--- src/rtl/i2c_arb_pkg.sv ---
// Shared types and constants for the I2C request arbiter.
// Latency: n/a (declarations only).
// Backpressure: n/a (declarations only).
package i2c_arb_pkg;

   localparam int DEV_W = 7;
   localparam int REG_W = 8;
   localparam int DAT_W = 8;

   typedef enum logic [1:0] {
      ST_IDLE  = 2'd0,
      ST_ISSUE = 2'd1,
      ST_WAIT  = 2'd2,
      ST_RESP  = 2'd3
   } arb_state_t;

   localparam logic [1:0] ERR_OK   = 2'b00;
   localparam logic [1:0] ERR_NACK = 2'b01;
   localparam logic [1:0] ERR_TMO  = 2'b10;

   // One register-level I2C command as latched from the winning requester.
   typedef struct packed {
      logic             rw;
      logic [DEV_W-1:0] dev;
      logic [REG_W-1:0] addr;
      logic [DAT_W-1:0] wdata;
   } cmd_t;

endpackage

--- src/rtl/i2c_rr_pick.sv ---
// Round-robin picker: first set request bit at or after the pointer, wrapping.
// Latency: purely combinational.
// Backpressure: none; the caller decides when to act on the grant.
module i2c_rr_pick #(
   parameter int NUM_REQ = 4,
   parameter int ID_W    = $clog2(NUM_REQ)
) (
   input  logic [NUM_REQ-1:0] req,
   input  logic [ID_W-1:0]    ptr,
   output logic [NUM_REQ-1:0] gnt,
   output logic [ID_W-1:0]    idx,
   output logic               any
);

   logic [ID_W-1:0] pos;

   // Scan from the farthest offset down so the nearest requester at/after ptr wins.
   always_comb begin
      any = 1'b0;
      idx = '0;
      pos = '0;
      gnt = '0;
      for (int k = NUM_REQ - 1; k >= 0; k--) begin
         pos = ID_W'((int'(ptr) + k) % NUM_REQ);
         if (req[pos]) begin
            any = 1'b1;
            idx = pos;
         end
      end
      if (any) begin
         gnt[idx] = 1'b1;
      end
   end

endmodule

--- src/rtl/i2c_req_arbiter.sv ---
// Round-robin arbiter + sequencer sharing one I2C master core between NUM_REQ requesters.
// Latency: >= 4 cycles per transaction (IDLE/ISSUE/WAIT/RESP) plus core time.
// Backpressure: holds cmd_valid until cmd_ready; other requests wait in IDLE for the next rotation.
// Optional watchdog: define I2C_ARB_TIMEOUT_EN to abort a stalled core after TIMEOUT_CYCLES clocks.
module i2c_req_arbiter
   import i2c_arb_pkg::*;
#(
   parameter int NUM_REQ        = 4,
   parameter int ID_W           = $clog2(NUM_REQ),
   parameter int TIMEOUT_CYCLES = 65536
) (
   input  logic                     S00_AXI_aclk,
   input  logic                     S00_AXI_aresetn,
   input  logic [NUM_REQ-1:0]       req_valid,
   output logic [NUM_REQ-1:0]       req_ready,
   input  logic [NUM_REQ-1:0]       req_rw,
   input  logic [NUM_REQ*DEV_W-1:0] req_dev,
   input  logic [NUM_REQ*REG_W-1:0] req_reg,
   input  logic [NUM_REQ*DAT_W-1:0] req_wdata,
   output logic [NUM_REQ-1:0]       rsp_valid,
   output logic [DAT_W-1:0]         rsp_rdata,
   output logic [1:0]               rsp_err,
   output logic                     cmd_valid,
   input  logic                     cmd_ready,
   output logic                     cmd_rw,
   output logic [DEV_W-1:0]         cmd_dev,
   output logic [REG_W-1:0]         cmd_reg,
   output logic [DAT_W-1:0]         cmd_wdata,
   input  logic                     core_done,
   input  logic                     core_nack,
   input  logic [DAT_W-1:0]         core_rdata,
   output logic                     core_abort,
   output logic                     busy
);

   if (NUM_REQ < 2 || NUM_REQ > 8 || TIMEOUT_CYCLES < 2) begin : g_bad_param
      $error("i2c_req_arbiter: NUM_REQ must be 2..8 and TIMEOUT_CYCLES >= 2");
   end

   arb_state_t         state_q;
   arb_state_t         state_nxt;
   logic [ID_W-1:0]    ptr_q;
   logic [ID_W-1:0]    gnt_idx_q;
   logic [NUM_REQ-1:0] req_ready_q;
   cmd_t               cmd_q;
   cmd_t               pick_cmd;
   logic [DAT_W-1:0]   rdata_q;
   logic [1:0]         err_q;
   logic [NUM_REQ-1:0] pick_gnt;
   logic [ID_W-1:0]    pick_idx;
   logic               pick_any;
   logic               tmo_hit;

   i2c_rr_pick #(
      .NUM_REQ (NUM_REQ),
      .ID_W    (ID_W)
   ) u_pick (
      .req (req_valid),
      .ptr (ptr_q),
      .gnt (pick_gnt),
      .idx (pick_idx),
      .any (pick_any)
   );

   // Mux the candidate requester's fields so they can be latched on the grant edge.
   always_comb begin
      pick_cmd       = '0;
      pick_cmd.rw    = req_rw[pick_idx];
      pick_cmd.dev   = req_dev[pick_idx*DEV_W +: DEV_W];
      pick_cmd.addr  = req_reg[pick_idx*REG_W +: REG_W];
      pick_cmd.wdata = req_wdata[pick_idx*DAT_W +: DAT_W];
   end

`ifdef I2C_ARB_TIMEOUT_EN
   localparam int               CNT_W   = $clog2(TIMEOUT_CYCLES);
   localparam logic [CNT_W-1:0] CNT_MAX = CNT_W'(TIMEOUT_CYCLES - 1);

   logic [CNT_W-1:0] cnt_q;

   // Watchdog counts cycles spent in ISSUE/WAIT and restarts on every state change.
   always_ff @(posedge S00_AXI_aclk or negedge S00_AXI_aresetn) begin
      if (!S00_AXI_aresetn) begin
         cnt_q <= '0;
      end else if (state_nxt != state_q) begin
         cnt_q <= '0;
      end else if (state_q == ST_ISSUE || state_q == ST_WAIT) begin
         cnt_q <= cnt_q + 1'b1;
      end
   end

   // A genuine completion on the last allowed cycle beats the timeout.
   assign tmo_hit = ((state_q == ST_ISSUE) || (state_q == ST_WAIT && !core_done)) &&
                    (cnt_q == CNT_MAX);
`else
   assign tmo_hit = 1'b0;
`endif

   // State register.
   always_ff @(posedge S00_AXI_aclk or negedge S00_AXI_aresetn) begin
      if (!S00_AXI_aresetn) begin
         state_q <= ST_IDLE;
      end else begin
         state_q <= state_nxt;
      end
   end

   // Next-state logic: one transaction in flight, IDLE always visited between grants.
   always_comb begin
      state_nxt = state_q;
      case (state_q)
         ST_IDLE:  if (pick_any)                state_nxt = ST_ISSUE;
         ST_ISSUE: if (tmo_hit)                 state_nxt = ST_RESP;
                   else if (cmd_ready)          state_nxt = ST_WAIT;
         ST_WAIT:  if (core_done || tmo_hit)    state_nxt = ST_RESP;
         ST_RESP:                               state_nxt = ST_IDLE;
         default:                               state_nxt = ST_IDLE;
      endcase
   end

   // Datapath: latch command on grant, capture result on completion, rotate pointer after response.
   always_ff @(posedge S00_AXI_aclk or negedge S00_AXI_aresetn) begin
      if (!S00_AXI_aresetn) begin
         ptr_q       <= '0;
         gnt_idx_q   <= '0;
         req_ready_q <= '0;
         cmd_q       <= '0;
         rdata_q     <= '0;
         err_q       <= ERR_OK;
      end else begin
         req_ready_q <= '0;
         case (state_q)
            ST_IDLE: begin
               if (pick_any) begin
                  cmd_q       <= pick_cmd;
                  gnt_idx_q   <= pick_idx;
                  req_ready_q <= pick_gnt;
               end
            end
            ST_ISSUE, ST_WAIT: begin
               if (tmo_hit) begin
                  rdata_q <= '0;
                  err_q   <= ERR_TMO;
               end else if (state_q == ST_WAIT && core_done) begin
                  rdata_q <= cmd_q.rw ? core_rdata : '0;
                  err_q   <= core_nack ? ERR_NACK : ERR_OK;
               end
            end
            ST_RESP: begin
               ptr_q <= (gnt_idx_q == ID_W'(NUM_REQ - 1)) ? '0 : gnt_idx_q + 1'b1;
            end
            default: ;
         endcase
      end
   end

   // Outputs decoded from state; response fields are zero outside the RESP pulse.
   always_comb begin
      rsp_valid  = '0;
      rsp_rdata  = '0;
      rsp_err    = ERR_OK;
      if (state_q == ST_RESP) begin
         rsp_valid[gnt_idx_q] = 1'b1;
         rsp_rdata            = rdata_q;
         rsp_err              = err_q;
      end
      req_ready  = req_ready_q;
      cmd_valid  = (state_q == ST_ISSUE);
      cmd_rw     = cmd_q.rw;
      cmd_dev    = cmd_q.dev;
      cmd_reg    = cmd_q.addr;
      cmd_wdata  = cmd_q.wdata;
      core_abort = tmo_hit;
      busy       = (state_q != ST_IDLE);
   end

endmodule

--- config.mk ---
export PLATFORM = sky130hd
export DESIGN_NAME = i2c_req_arbiter
export DESIGN_NICKNAME = d
export VERILOG_FILES = /design/src/rtl/i2c_arb_pkg.sv /design/src/rtl/i2c_rr_pick.sv /design/src/rtl/i2c_req_arbiter.sv
export SDC_FILE = /design/constraint.sdc
export NUM_CORES = 1
export LEC_CHECK = 0
export ABC_AREA = 1
export ABC_CLOCK_PERIOD_IN_PS = 1700
export CAP_MARGIN = 20
export CORE_MARGIN = 2
export CORE_UTILIZATION = 38
export CTS_BUF_LIST = sky130_fd_sc_hd__clkbuf_4
export DETAILED_ROUTE_END_ITERATION = 6
export PLACE_DENSITY = 0.79
export SETUP_SLACK_MARGIN = 0.15
export SKIP_CTS_REPAIR_TIMING = 1
export SLEW_MARGIN = 10
export SYNTH_ARGS = -nofsm -noshare
export SYNTH_HDL_FRONTEND = slang
export SYNTH_SLANG_ARGS = --single-unit
--- constraint.sdc ---
create_clock -name S00_AXI_aclk -period 1.7 [get_ports S00_AXI_aclk]
set_input_delay 0.17 -clock S00_AXI_aclk [delete_from_list [all_inputs] [get_ports S00_AXI_aclk]]
set_output_delay 0.17 -clock S00_AXI_aclk [all_outputs]
set_load 0.1 [all_outputs]
[Yosys cells after proc, flatten, opt, wreduce, memory -nomap -nowiden]
Index checks and enable logic that the tools add are counted.
Cells by class
  add/subtract/negate cells: 4
  $mul: 1
  $lt $le $gt $ge: 8
  eq/ne operators: 7
  shifts and indexed selects: 3
  mux-type cells: 34
  reductions and logical operators: 9
Operators with widths (count)
  32-bit by 6-bit indexed part select with 8-bit output: 2
  28-bit by 6-bit indexed part select with 7-bit output: 1
  2-bit by 3-bit < comparator with 1-bit output (second input constant): 6
  2-bit 2-to-1 mux: 9
  8-bit 2-to-1 mux: 2
  1-bit 2-to-1 mux: 12
  4-bit 2-to-1 mux: 3
  1-bit binary-select mux with 2-bit select: 5
  2-bit one-hot mux with 4 select lines: 1
  2-bit equality test (second input constant): 3
  2-bit by 3-bit multiplier with 5-bit output (second input constant): 1
  2-bit by 1-bit adder with 2-bit output (second input constant): 2
  2-bit adder (second input constant): 2
  1-bit demux with 2-bit select: 2
  2-bit by 1-bit greater-or-equal comparator with 1-bit output (second input constant): 2
  2-bit != test (second input constant): 2
  2-bit AND reduction: 2
  1-bit logical AND: 3
  3-bit AND reduction: 1
  2-bit by 1-bit equality test with 1-bit output (second input constant): 1
  2-bit zero test: 1
  2-bit by 1-bit != test with 1-bit output (second input constant): 1
  2-bit nonzero test: 1
  2-bit OR reduction: 1
Word-level totals
  register bits after elaboration: 44
  input bits: 113
  output and inout port bits: 45
  word-level logic and storage cells: 76

[Longest topological paths before layout]
Gate-level depths: netlist of the first run.
  depth in word-level cells: 13
  depth in mapped cells: 16
  gate-level depth less buffers: 14

[Cells and area by module]
From an unflattened synthesis of the first run, not the netlist that was laid out.
Second synthesis, totals
  cells, all modules: 496
  area total of the unflattened synthesis: 3052.9 sq um
By module, submodules not included
  i2c_req_arbiter: instances 1, cells each 444, area each 2777.7 sq um, seq. area each 1076.0 sq um
  i2c_rr_pick: instances 1, cells each 52, area each 275.3 sq um, seq. area each 0.0 sq um

[Worst setup path after synthesis of the first run]
No wires, ideal clock.
  path type: reg2reg
  start point: reg state_q[0]
  end point: reg cmd_q (netlist bit cmd_dev[0])
  library setup time: 68 ps
  arrival: 1950 ps
  data required time: 1632 ps
  slack: -317 ps
  cell stages (with the launch flop): 9
  buffers on the path: 1
  clock period less this slack: 2017 ps
  path through: dfrtp_1 > inv_1 > ha_1 > inv_1 > nor2_1 > inv_2 > clkbuf_1 > nand2_1 > nand2_1
Between the ends
  cells in the longest elaborated chain, start to end: 2
RTL lines
  start: declaration: RTL line i2c_req_arbiter.sv:40  | arb_state_t state_q;
  start signal: assignment: RTL line i2c_req_arbiter.sv:103  | state_q <= state_nxt;
  2-bit zero test: RTL line i2c_req_arbiter.sv:131  | case (state_q)
  2-bit AND reduction (no line)
  end signal: assignment: RTL line i2c_req_arbiter.sv:134  | cmd_q <= pick_cmd;
  end: declaration: RTL line i2c_req_arbiter.sv:45  | cmd_t cmd_q;
No other way between the ends.
A chain may end at the register's enable or synchronous reset.

[Worst setup path after layout of the first run]
  start point: reg ptr_q[0]
  end point: reg cmd_q (netlist bit cmd_dev[0])
Between the ends
  cells in the longest elaborated chain, start to end: 9
  elaborated cells on any way between the ends: 22
  those cells by class: add/sub: 3; mul: 1; shift: 1; mux: 16; reduce/logical: 1
RTL lines
  start: declaration: RTL line i2c_req_arbiter.sv:42  | logic [ID_W-1:0] ptr_q;
  start signal: assignment: RTL line i2c_req_arbiter.sv:149  | ptr_q <= (gnt_idx_q == ID_W'(NUM_REQ - 1)) ? '0 : gnt_idx_q + 1'b1;
  2-bit adder: RTL line i2c_rr_pick.sv:24  | pos = ID_W'((int'(ptr) + k) % NUM_REQ);
  1-bit binary-select mux with 2-bit select: RTL line i2c_rr_pick.sv:25  | if (req[pos]) begin
  1-bit 2-to-1 mux (implied by the code): RTL line i2c_rr_pick.sv:25
  2-bit 2-to-1 mux (4 in series): RTL line i2c_rr_pick.sv:25
  2-bit by 3-bit multiplier with 5-bit output: RTL line i2c_req_arbiter.sv:69  | pick_cmd.dev = req_dev[pick_idx*DEV_W +: DEV_W];
  28-bit by 6-bit indexed part select with 7-bit output: RTL line i2c_req_arbiter.sv:69
Parallel ways exist; a longest one is shown, timed or not. The select of a mux whose other input is x is not followed.

==> results.toml, run 1 <==
[cts]
clk_pin_slew_ps = 150
htree_num_levels = 2
cts_tree = "done"
cts_made_buffers = 5
cts.sinks = 43
clock-root-buffer = "clkbuf_4"
cts_buffer_depth = 2
clock_latency_ps = 370

[global_routing]
grt_max_degree = 49
grt_overflow = 0
first_global_vias = 3706
grt_pass1_wl_um = 17470
gr-usage-all-layers = 0.2222
antenna_found_initial = 0

[routing]
vias = 4130
drc_errors = 0
ant_nets = 0
first_pass_iters = 4
avgViaCountPerCell = 5.018
drtIter0Drc = 179
wire_per_inst_um = 15.98
wirelength_um = 13150

[floorplanning]
dieArea_mm2 = 0.009424
rows = 33
ios = 158
design.core.area_mm2 = 0.008299
die_x_um = 97.08
initial_core_util = 0.3967
die_y_um = 97.08

[sta]
setup_viol = 36
relSlewSlack = 0.6265
worstMarginPinSlew_ps = 560.3
fmax_ghz = 0.5060
fin_crit_sh = 1.162
finalClockSkew_ps = 8.551
rsz0062_at_grt = "yes"
hold_viol = 0
whs_ps = 299.1
slew_viol_final = 0
worst_slack_ps = -276.2
fin_crit_ps = 1976

[logic_synthesis]
yosysUniqueCellTypes = 22
synth_seq_cells = 43
ys_warn_count = 0
synth_top_area_cell = "dfrtp_1"
syn_area_per_cell_um2 = 6.029
syn_inst = 546
synth_top_area_share = 0.3269
netlist_area_mm2 = 0.003292
synth_area_leaders = "dfrtp_1 (33%), nand2_1 (23%), nand3_1 (16%)"
seq_area_frac_synth = 0.3269

[critical_path]
critical_path.slowest_cell = "dfrtp_2"
crit_path_start_kind = "register"
worst_ep_required_time_ps = 1970
worstPathCellList = "buf_6, inv_6, nand2_4, nand2_2, inv_2, nand2_4, nand3_4, nand2_4, nand2_8, nand2_8, clkbuf_16, nand2_2, nand3_2, nand2_1, nand2_1, nand2_1"
regToRegSetupSlack_ps = -280
path_buf_inv = 4
crit_fanout = 8
end_kind = "register"
path_class = "register to register"
critical_path.top_delay_family = "simple AND/OR/NAND/NOR gates"
cp.arrival_ps = 2240
cp_slowest_stage_delay_ps = 460

[cells_and_area]
multi_input_area_mm2 = 0.002155
fin_nets = 838
fill_cells = 586
final-seq-area_mm2 = 0.001080
antenna_cells = 0
area_delta_synth_final_pct = 88.94
drive_gt1_frac = 0.3245

[placement]
io_buffers = 155
hpwl_um = 7891
place.gp.congestion = 0.8530

[run_status]
violations = "setup timing"
outcome = "finished with violations"

[job]
drv_cap = 0

[hold_path]
min_path_type = "primary input to asynchronous set/reset pin"
-- final timing paths --
check,to,cells after the start,start
hold / removal,state_q[1]$_DFFE_PN0P_,2,S00_AXI_aresetn
setup reg to reg,cmd_dev[0]$_DFFE_PN0P_,16,ptr_q[0]$_DFFE_PN0P_
min in group S00_AXI_aclk,rdata_q[1]$_DFFE_PN0P_,3,core_rdata[1]
hold reg to reg,cmd_dev[4]$_DFFE_PN0P_,2,cmd_dev[4]$_DFFE_PN0P_
setup / recovery,cmd_dev[0]$_DFFE_PN0P_,16,ptr_q[0]$_DFFE_PN0P_
max in group asynchronous,cmd_dev[6]$_DFFE_PN0P_,3,S00_AXI_aresetn
-- logic make-up after synthesis --
family,Yosys count,share of synthesized area
AND/OR/NAND/NOR,321,0.4128
buffers and inverters,156,0.1999
flip-flops,43,0.3269
AO/OA/AOI/OAI,16,0.02547
adder cells (fa/ha/maj),8,0.03041
multiplexers,1,0.003421
other,1,0.001139
-- placed cells by master, fill, tap and decap left out --
cell type        count
o21ai_1              1
inv_2                4
nor3_2               1
buf_6                7
and3_4               1
ha_1                 4
clkinvlp_4          11
dfrtp_2              3
nand2_8              2
nand3_1             64
inv_4                4
dfrtp_1             40
nand2_2             40
clkdlybuf4s50_1    111
o21ai_4              2
nand2_1            141
ha_4                 3
nor2_2               2
ha_2                 1
clkbuf_4             5
buf_4               39
o21ai_2              1
nand2_4             22
dlygate4sd3_1        1
clkbuf_16            8
nor2_1               4
mux2_2               1
inv_6                3
clkinv_4             1
nand3_2             39
conb_1               2
a21oi_1              2
inv_1              104
nor2_4               2
bufinv_16            1
buf_2                1
nand3_4              2
buf_12              27
o21ai_0             10
nor3_1               1
-- through the flow --
| step | cells | TNS, ps | cell area [um2] | worst slack (ps) | utilization |
|---|---|---|---|---|---|
| 3_5_place_dp | 795 | -7384 | 5249 | -321.1 | 0.6324 |
| 5_1_grt | 823 | -10370 | 6220 | -400.0 | 0.7494 |
| 6_report | 823 | -6016 | 6220 | -276.2 | 0.7494 |
| 4_1_cts | 803 | -7295 | 5334 | -274.5 | 0.6427 |
| 2_1_floorplan | 547 | -1516 | 3435 | -71.39 | - |
| 3_3_place_gp | 795 | -4616 | 5249 | -226.5 | 0.6324 |
-- cell type report --
| type | instances | share of cell area |
|---|---|---|
| clock buffers | 5 | 0.006035 |
| clock inverters | 3 | 0.007644 |
| inverters | 125 | 0.08529 |
| multi-input cells | 348 | 0.3464 |
| flip-flops and latches | 43 | 0.1736 |
| well taps | 105 | 0.02112 |
| repair buffers | 194 | 0.3599 |
-- synth_stat cells (all sizes together) --
cell,number
nand2,205
inv,125
nand3,105
dfrtp,43
buf,26
o21ai,14
ha,8
nor2,8
clkbuf,5
a21oi,2
nor3,2
and3,1
conb,1
mux2,1
-- layer usage --
layer,routed length [um],track usage
met1,5265,0.2791
met2,6748,0.3846
met3,820,0.03597
met4,317,0.08126
met5,0,0
Power of run 1 is left out: the tool's default activity adds up to more than one toggle a clock period on the data nets, which glitch-free logic cannot reach.
==> inputs of run 2 (changes only) <==
--- a/config.mk
+++ b/config.mk
@@ -12,7 +12,7 @@
 export CORE_UTILIZATION = 38
 export CTS_BUF_LIST = sky130_fd_sc_hd__clkbuf_4
 export DETAILED_ROUTE_END_ITERATION = 6
-export PLACE_DENSITY = 0.79
+export PLACE_DENSITY = 0.9
 export SETUP_SLACK_MARGIN = 0.15
 export SKIP_CTS_REPAIR_TIMING = 1
 export SLEW_MARGIN = 10
==> results.toml, run 2 (synthesized netlist as in run 1, its figures left out) <==
[cts]
clk_pin_slew_ps = 140
htree_num_levels = 2
cts_buffer_depth = 2
clock-root-buffer = "clkbuf_4"
cts.sinks = 43
cts_tree = "done"
clock_latency_ps = 360
cts_made_buffers = 5

[routing]
drc_errors = 0
wire_per_inst_um = 15.31
ant_nets = 0
first_pass_iters = 4
avgViaCountPerCell = 5.068
drtIter0Drc = 210
vias = 4201
wirelength_um = 12690

[floorplanning]
dieArea_mm2 = 0.009424
rows = 33
initial_core_util = 0.3967
design.core.area_mm2 = 0.008299
ios = 158
die_x_um = 97.08
die_y_um = 97.08

[cells_and_area]
finish.utilization = 0.7270
design_area_mm2 = 0.006033
drive_gt1_frac = 0.2555
final_cells = 829
final-seq-area_mm2 = 0.001079
final_common_cell = "nand2_1"
multi_input_area_mm2 = 0.001933
antenna_cells = 0
fin_nets = 844
fill_cells = 598
final_cell_mix = "nand2_1 (169), clkdlybuf4s50_1 (111), inv_1 (102), nand3_1 (87), buf_4 (44)"
area_delta_synth_final_pct = 83.28

[run_status]
outcome = "finished with violations"
violations = "setup timing"

[sta]
relSlewSlack = 0.6564
finalClockSkew_ps = 7.076
worst_slack_ps = -257.2
setup_viol = 34
fin_crit_ps = 1957
hold_viol = 0
rsz0062_at_grt = "yes"
whs_ps = 294.4
fin_crit_sh = 1.151
fmax_ghz = 0.5109
slew_viol_final = 0
worstMarginPinSlew_ps = 515.4

[global_routing]
first_global_vias = 3758
gr-usage-all-layers = 0.2193
antenna_found_initial = 0
grt_overflow = 0
grt_max_degree = 49
grt_pass1_wl_um = 17330

[placement]
place.gp.congestion = 0.9595
io_buffers = 155
placed_cells = 796
hpwl_um = 7956
place_area_mm2 = 0.005244

[critical_path]
end_kind = "register"
crit_fanout = 12
worst_ep_required_time_ps = 1960
path_class = "register to register"
crit_path_start_kind = "register"
cp.arrival_ps = 2220

[job]
drv_cap = 0

[hold_path]
min_path_type = "primary input to asynchronous set/reset pin"
[run 2: final cells by class]
type,instances,area share
Clock inverter,3,0.006429
Inverter,125,0.08669
Timing Repair Buffer,200,0.3797
Multi-Input combinational cell,348,0.3204
Tap cell,105,0.02178
Sequential cell,43,0.1788
Clock buffer,5,0.006221
[run 2: final timing paths]
path	cells past startpoint	startpoint	endpoint	slack [ps]
worst max-delay path	13	ptr_q[0]$_DFFE_PN0P_	cmd_reg[2]$_DFFE_PN0P_	-260
worst min-delay path	2	S00_AXI_aresetn	rdata_q[6]$_DFFE_PN0P_	290
worst max register to register	13	ptr_q[0]$_DFFE_PN0P_	cmd_reg[2]$_DFFE_PN0P_	-260
worst min register to register	2	cmd_wdata[2]$_DFFE_PN0P_	cmd_wdata[2]$_DFFE_PN0P_	490
max in group asynchronous	3	S00_AXI_aresetn	ptr_q[0]$_DFFE_PN0P_	880
min in group S00_AXI_aclk	3	core_rdata[1]	rdata_q[1]$_DFFE_PN0P_	340
[run 2: metrics by stage]
stage,worst slack (ps),TNS [ps]
finish,-257.2,-5831
global route,-342.9,-9357
CTS,-248.7,-6547
detailed placement,-285.1,-6866
global placement,-196.3,-4287
floorplan,-71.39,-1516
[run 2: critical path, cell delays in order, from the launching register on]
cell     delay, ps
dfrtp_2        530
nand2_1        180
nand3_2        130
nand2_1         70
inv_2          120
nand2_4         80
nand2_8        120
buf_12         120
buf_12         130
nand3_1         80
nand3_1         90
nand2_1         50
nand2_1         60
nand2_1         60
[run 2: metal layers]
layer	GRT usage	routed length, um	vias to the layer above	part of all wire
met5	0	0	-	0
met4	0.06284	274	0	0.022
met3	0.03381	906	30	0.071
met2	0.3916	6485	221	0.51
met1	0.2736	5024	1972	0.40
li1	-	-	1978	-
Power of run 2 is left out for the same reason.
==> inputs of run 3 (changes only) <==
--- a/config.mk
+++ b/config.mk
@@ -13,6 +13,7 @@
 export CTS_BUF_LIST = sky130_fd_sc_hd__clkbuf_4
 export DETAILED_ROUTE_END_ITERATION = 6
 export PLACE_DENSITY = 0.9
+export RECOVER_POWER = 100
 export SETUP_SLACK_MARGIN = 0.15
 export SKIP_CTS_REPAIR_TIMING = 1
 export SLEW_MARGIN = 10
==> results.toml, run 3 (synthesized netlist as in run 1, its figures left out) <==
[run_status]
outcome = "finished with violations"
violations = "setup timing"

[placement]
hpwl_um = 7956
place.gp.congestion = 0.9595
io_buffers = 155
place_ws_ps = -285.1

[sta]
hold_viol = 0
rsz0062_at_grt = "yes"
setup_viol = 34
whs_ps = 346.2
finalClockSkew_ps = 5.195
fmax_ghz = 0.5113
fin_setup_tns_ps = -5710
relSlewSlack = 0.2443
fin_crit_sh = 1.150
fin_crit_ps = 1956
slew_viol_final = 0
worst_slack_ps = -255.6
worstMarginPinSlew_ps = 1134

[floorplanning]
ios = 158
rows = 33
initial_core_util = 0.3967
design.core.area_mm2 = 0.008299
dieArea_mm2 = 0.009424
die_y_um = 97.08
die_x_um = 97.08

[critical_path]
startpoint = "ptr_q[0]$_DFFE_PN0P_"
crit_path_start_kind = "register"
cp_slowest_stage_delay_ps = 530
cp.arrival_ps = 2210
crit_path_frequent_cell = "nand2_1"
critical_path.slowest_cell = "dfrtp_2"
end_kind = "register"
crit_fanout = 12
worstPathCellList = "nand2_1, nand3_2, nand2_1, inv_2, nand2_4, nand2_8, buf_12, buf_12, nand3_1, nand3_1, nand2_1, nand2_1, nand2_1"
path_class = "register to register"
r2r_start = "ptr_q[0]$_DFFE_PN0P_"
worst_ep_required_time_ps = 1960

[routing]
wire_per_inst_um = 15.30
first_pass_iters = 4
avgViaCountPerCell = 5.104
ant_nets = 0
drtIter0Drc = 238
wirelength_um = 12680
drc_errors = 0
vias = 4231

[cells_and_area]
multi_input_area_mm2 = 0.001933
final_cell_mix = "nand2_1 (169), clkdlybuf4s50_1 (111), inv_1 (102), nand3_1 (87), buf_4 (44)"
finish.utilization = 0.7253
area_delta_synth_final_pct = 82.86
antenna_cells = 0
final-seq-area_mm2 = 0.001079
fin_nets = 844
drive_gt1_frac = 0.2541
final_common_cell = "nand2_1"
fill_cells = 601

[cts]
clk_pin_slew_ps = 140
cts_buffer_depth = 2
htree_num_levels = 2
cts_tree = "done"
cts_made_buffers = 5
clock_latency_ps = 360
clock-root-buffer = "clkbuf_4"
cts.sinks = 43

[job]
drv_cap = 0

[global_routing]
antenna_found_initial = 0
grt_pass1_wl_um = 17330
gr-usage-all-layers = 0.2193
grt_overflow = 0
first_global_vias = 3758
grt_max_degree = 49

[hold_path]
hold_start = "core_rdata[1]"
min_path_type = "primary input to register"
-- run 3: worst max-delay path: cells and delay by family, from the launching register on --
| kind | cells | cell delay, ps |
|---|---|---|
| buffers and inverters | 3 | 380 |
| flip-flops | 1 | 530 |
| AND/OR/NAND/NOR | 10 | 920 |
-- run 3: cell type report --
type | count | area share
clock buffer | 5 | 0.006236
clock inverter | 3 | 0.006444
inverter | 125 | 0.08688
multi-input combinational | 348 | 0.3211
sequential | 43 | 0.1792
tap | 105 | 0.02182
timing repair buffer | 200 | 0.3783
-- run 3: final timing paths --
check	cells after the start	end	slack, ps
worst max register to register	13	cmd_reg[2]$_DFFE_PN0P_	-260
worst min register to register	2	cmd_wdata[2]$_DFFE_PN0P_	490
max in group asynchronous	3	ptr_q[0]$_DFFE_PN0P_	100
min in group asynchronous	2	cmd_dev[5]$_DFFE_PN0P_	530
worst max-delay path	13	cmd_reg[2]$_DFFE_PN0P_	-260
worst min-delay path	3	rdata_q[1]$_DFFE_PN0P_	350
-- run 3: stage by stage --
step | cell area [um2] | std cells
after floorplan | 3435 | 547
after global placement | 5244 | 796
after detailed placement | 5244 | 796
after CTS | 5320 | 804
after global routing | 6020 | 829
final | 6020 | 829
-- run 3: layer usage --
layer  up-vias  routed length, um  global-route usage  part of all wire
met1      1987               4927              0.2736              0.39
met4         0                295             0.06284             0.023
met2       229               6448              0.3916              0.51
met5         -                  0                   0                 0
met3        34               1009             0.03381             0.080
li1       1981                  -                   -                 -
Power of run 3 is left out for the same reason.
